### src/rtl/id_ex_stage.sv
// id_ex_stage: ID/EX pipeline register with load-use hazard detection, flush and saturating stall counter
module id_ex_stage #(
    parameter int DATA_W = 32,
    parameter int REG_W  = 5,
    parameter int CNT_W  = 16
) (
    input  logic              clk,
    input  logic              rst,
    input  logic [1:0]        wb_in,
    input  logic [1:0]        mem_in,
    input  logic [3:0]        ex_in,
    input  logic [DATA_W-1:0] pc4_in,
    input  logic [DATA_W-1:0] rd1_in,
    input  logic [DATA_W-1:0] rd2_in,
    input  logic [DATA_W-1:0] imm_in,
    input  logic [REG_W-1:0]  rs_in,
    input  logic [REG_W-1:0]  rt_in,
    input  logic [REG_W-1:0]  rd_in,
    input  logic              flush,
    output logic [1:0]        wb_out,
    output logic [1:0]        mem_out,
    output logic [3:0]        ex_out,
    output logic [DATA_W-1:0] pc4_out,
    output logic [DATA_W-1:0] rd1_out,
    output logic [DATA_W-1:0] rd2_out,
    output logic [DATA_W-1:0] imm_out,
    output logic [REG_W-1:0]  rs_out,
    output logic [REG_W-1:0]  rt_out,
    output logic [REG_W-1:0]  rd_out,
    output logic              pc_write,
    output logic              if_id_write,
    output logic              stall,
    output logic [CNT_W-1:0]  stall_count
);
    logic w_stall;
    logic w_bubble;

    // A load in EX whose destination feeds the ID instruction must wait one cycle; a flush overrides it
    assign w_stall = mem_out[1] & (rt_out != '0) & ((rt_out == rs_in) | (rt_out == rt_in)) & ~flush;
    assign w_bubble = flush | w_stall;
    assign stall = w_stall;
    assign pc_write = ~w_stall;
    assign if_id_write = ~w_stall;

    // Pipeline register: control zeroed on flush or stall, data always follows the inputs
    always_ff @(posedge clk) begin
        if (rst) begin
            wb_out      <= '0;
            mem_out     <= '0;
            ex_out      <= '0;
            pc4_out     <= '0;
            rd1_out     <= '0;
            rd2_out     <= '0;
            imm_out     <= '0;
            rs_out      <= '0;
            rt_out      <= '0;
            rd_out      <= '0;
            stall_count <= '0;
        end else begin
            wb_out      <= w_bubble ? 2'b00 : wb_in;
            mem_out     <= w_bubble ? 2'b00 : mem_in;
            ex_out      <= w_bubble ? 4'b0000 : ex_in;
            pc4_out     <= pc4_in;
            rd1_out     <= rd1_in;
            rd2_out     <= rd2_in;
            imm_out     <= imm_in;
            rs_out      <= rs_in;
            rt_out      <= rt_in;
            rd_out      <= rd_in;
            stall_count <= (w_stall && stall_count != '1) ? stall_count + 1'b1 : stall_count;
        end
    end
endmodule

### config.mk
export PLATFORM = sky130hd
export DESIGN_NAME = id_ex_stage
export DESIGN_NICKNAME = d
export VERILOG_FILES = /design/src/rtl/id_ex_stage.sv
export SDC_FILE = /design/constraint.sdc
export NUM_CORES = 1
export LEC_CHECK = 0
export CAP_MARGIN = 10
export CORE_ASPECT_RATIO = 1.25
export CORE_UTILIZATION = 30
export CTS_CLUSTER_DIAMETER = 100
export DETAILED_ROUTE_END_ITERATION = 8
export DONT_BUFFER_PORTS = 1
export GPL_TIMING_DRIVEN = 0
export PLACE_DENSITY = 0.46
export SYNTH_ARGS = -nofsm -noshare
export SYNTH_HDL_FRONTEND = slang
export SYNTH_SLANG_ARGS = --single-unit
### constraint.sdc
create_clock -name clk -period 2.65 [get_ports clk]
set_input_delay 0.265 -clock clk [delete_from_list [all_inputs] [get_ports clk]]
set_output_delay 0.265 -clock clk [all_outputs]
set_load 0.03 [all_outputs]
==> flow_summary.toml, run 1 <==
[cts]
cts_buffers = 17
cts-root-buf = "clkbuf_16"
clock_sinks = 167
clk_path_buf_depth = 2
ctsResizeCount = 6
htree_levels = 4
cts_hold_buf = 140
postCtsSetupRepairBufs = 1

[yosys]
ys_ff_latch = 167
synth_common_cells = "dfxtp_1 (167), nor2b_1 (144), clkbuf_1 (18)"
syn_nets = 597
synth_ff_type = "dfxtp_1"
synth.avg_cell_area_um2 = 11.7
synthArstFlopShare_pct = 0
synth_edf_count = 0
yosysWarnings = 0
synth_top_area_share_pct = 64.4
synth.yosys.seq_area_share_pct = 64.4
synth.distinct_cells = 38
yosysTopAreaCell = "dfxtp_1"
synthCells = 442
mappedNetlistArea_mm2 = 0.00519
synth_most_common_cell = "dfxtp_1"
synthTopCellsByArea = "dfxtp_1 (64%), nor2b_1 (17%), xor2_1 (1.7%)"

[die]
design.portCount = 324
initial_core_util_pct = 30.8
row_count = 53
dieHeight_um = 149
die_width_um = 120

[placed_design]
gp_congestion = 0.726
post-dp-hpwl_mm = 9.87
port_buffers = 0

[status]
lastStage = "clock tree synthesis"
error_line = "[ERROR RSZ-0060] Max buffer count reached."
status = "did not finish"
==> metrics by stage <==
step	instances	worst slack (ns)	instance area, um^2	hold WS (ns)
2_1_floorplan	442	0.509	5190	0.387
3_3_place_gp	662	0.0789	5460	0.391
3_5_place_dp	662	0.0874	5460	0.390
==> cells by family after synthesis <==
| family | share of synthesized area, % |
|---|---|
| AOI/OAI and AO/OA | 6.58 |
| xor gates and xnor gates | 1.69 |
| and+or+nand+nor | 24.3 |
| DFF | 64.4 |
| adders and majority gates | 0.241 |
| buffers and inverters | 2.75 |
==> run 2: changes to the inputs <==
CORE_ASPECT_RATIO = unset   (was 1.25)
CORE_UTILIZATION = 20   (was 30)
CTS_CLUSTER_DIAMETER = unset   (was 100)
PLACE_DENSITY = unset   (was 0.46)
PLACE_DENSITY_LB_ADDON = 0.15   (was unset)
==> run 2 against run 1 <==
  * The run now ends clean
  * Area after synthesis unchanged
  * Synthesized cell count unchanged
==> flow_summary.toml, run 2 <==
[sta]
setup_viol = 0
finClkSkew_ns = 0.0108
hold_viol_final = 0
timing.final.crit_share_pct = 94.1
rsz0062_at_grt = "false"
min_period_ns = 2.49
worst_slew_pin_slew_ns = 0.746
slew_headroom_pct = 50.3
fmax_mhz = 401
tns_ns = 0
slew_violations = 0

[worst_setup_path]
r2r_end = "stall_count[8]"
cp_data_arrival_time_ns = 2.23
cp-startpoint = "rt_out[1]"
path_buf_inv = 1
path_cells = "or4_4 > o21ai_2 > nor2_1 > nand2b_2 > buf_4"
crit_slowest_cell = "or4_4"
end_kind = "output port"
critPathMaxStageDelay_ns = 0.58
crit_fanout = 4
cp_top_family = "simple AND/OR/NAND/NOR gates"
r2r-start = "stall_count[0]"
crit_path_start_kind = "register"
cp.required_ns = 2.38
ff2ff_path_depth = 8
rrSetupSlack_ns = 0.20
criticalPathCategory = "reg -> out"

[cts]
cts_buffers = 17
clock_sinks = 167
worst_skew_pair.late_latency_ns = 0.42
clk_path_buf_depth = 2
cts_tree = "yes"
cts.clk_slew.worst_paths_ns = 0.07
cts-root-buf = "clkbuf_16"
htree_levels = 4

[yosys]
yosysWarnings = 0
synth_edf_count = 0
syn_nets = 597
synth.yosys.seq_area_share_pct = 64.4
synth.avg_cell_area_um2 = 11.7
synthArstFlopShare_pct = 0
synth.distinct_cells = 38
synth_common_cells = "dfxtp_1 (167), nor2b_1 (144), clkbuf_1 (18)"
synthTopCellsByArea = "dfxtp_1 (64%), nor2b_1 (17%), xor2_1 (1.7%)"
synthCells = 442
yosysTopAreaCell = "dfxtp_1"
synth_top_area_share_pct = 64.4
mappedNetlistArea_mm2 = 0.00519
synth_ff_type = "dfxtp_1"
ys_ff_latch = 167
synth_most_common_cell = "dfxtp_1"

[flow_run]
max-cap-violations = 0

[cells_and_area]
layout-drive-gt1-share_pct = 10.6
layout_commonest_cell = "dfxtp_1"
final_cell_mix = "dfxtp_1 (162), dlygate4sd3_1 (148), nor2b_1 (144), clkbuf_1 (19), clkbuf_16 (17)"
diodes = 0
finish.net_count = 765
syn_to_final_growth_pct = 48.3
stdcell_count = 953

[grt]
grt_util_all_layers_pct = 11.6
grt_start_max_net_pins = 18
grt_overflow_total = 0
grt_pass1_wl_mm = 22.7
grt_pass1_vias = 3902
antenna_found_initial = 1

[routing]
drc = 0
num_vias = 3796
ant_nets = 0
first_pass_iters = 4
drt-initial-drc-count = 165
drt-vias-per-instance = 3.98
wl_per_cell_um = 16.6
wirelength_mm = 15.8

[placed_design]
post-dp-hpwl_mm = 10.7
port_buffers = 0
gp_congestion = 0.754
dp.cells = 772

[hold_path]
hp-start = "pc4_in[31]"
min_path_type = "in -> reg"
hold_path_end = "pc4_out[31]"
hold_path_depth = 1

[die]
core-area_mm2 = 0.0253
die_width_um = 163
dieHeight_um = 163
design.portCount = 324
dieArea_mm2 = 0.0266
row_count = 58
initial_core_util_pct = 20.5

[status]
status = "complete, no violations"

[pwr]
vdd_drop_max_mv = 0.312
leakage_nw = 2.88
power_density_mw_per_mm2 = 753
total_power_mw = 5.80
## run 2: cell counts after synthesis
Identical to the previous run, type by type.
## run 2: where the power goes
part           switching (mW)  internal (mW)  total, mW
Sequential              0.305           2.63       2.94
Combinational           0.140          0.228      0.368
Clock                    1.14           1.35       2.49
Total                    1.59           4.21       5.80
## run 2: timing repair
action | CTS | global route
hold buffers | 147 | 1
hold endpoints to repair | 147 | 1
resized for setup | 7 | 0
endpoints found under the setup margin | 3 | 0
setup buffers | 1 | 0
## run 2: metal layers
layer | share of wire [%] | track usage, % | vias up
met5 | 0 | 0 | -
li1 | - | - | 1787
met3 | 9.4 | 5.15 | 6
met1 | 38 | 12.0 | 1777
met4 | 0.85 | 3.19 | 0
met2 | 52 | 21.2 | 226
## run 2: worst max-delay path by stage
stage / endpoint / slack [ns] / cells after the start
after floorplan: stall / 0.51 / 6
after global placement: stall / -0.03 / 6
after detailed placement: stall / -0.03 / 6
after CTS: pc_write / 0.14 / 5
after global routing: stall / 0.05 / 5
final: pc_write / 0.16 / 5
## run 2: kinds of logic after synthesis
kind of cell	Yosys count	share of synthesized area [%]
AO/OA/AOI/OAI	37	6.58
adder cells (fa/ha/maj)	1	0.241
flip-flops	167	64.4
buffers and inverters	28	2.75
XOR/XNOR	10	1.69
AND/OR/NAND/NOR	199	24.3
## run 2: layout make-up
type                       instances  area, um^2
inverter                           4        15.0
sequential                       167        3350
clock buffer                      18         429
timing repair buffer             149        1490
multi-input combinational        247        1700
fill                            2516       17600
clock inverter                    14         163
tap                              330         413
buffer                            24         130
## run 2: through the flow
step	util [%]	setup slack, ns	hold slack [ns]	cell area, um^2
finish	30.4	0.156	0.0409	7690
global route	30.4	0.0513	0.00451	7690
CTS	30.3	0.139	0.0124	7680
detailed placement	22.1	-0.0254	0.392	5600
global placement	22.1	-0.0269	0.388	5600
floorplan	-	0.509	0.387	5190
No activity file was read; power rests on OpenSTA's default activity.
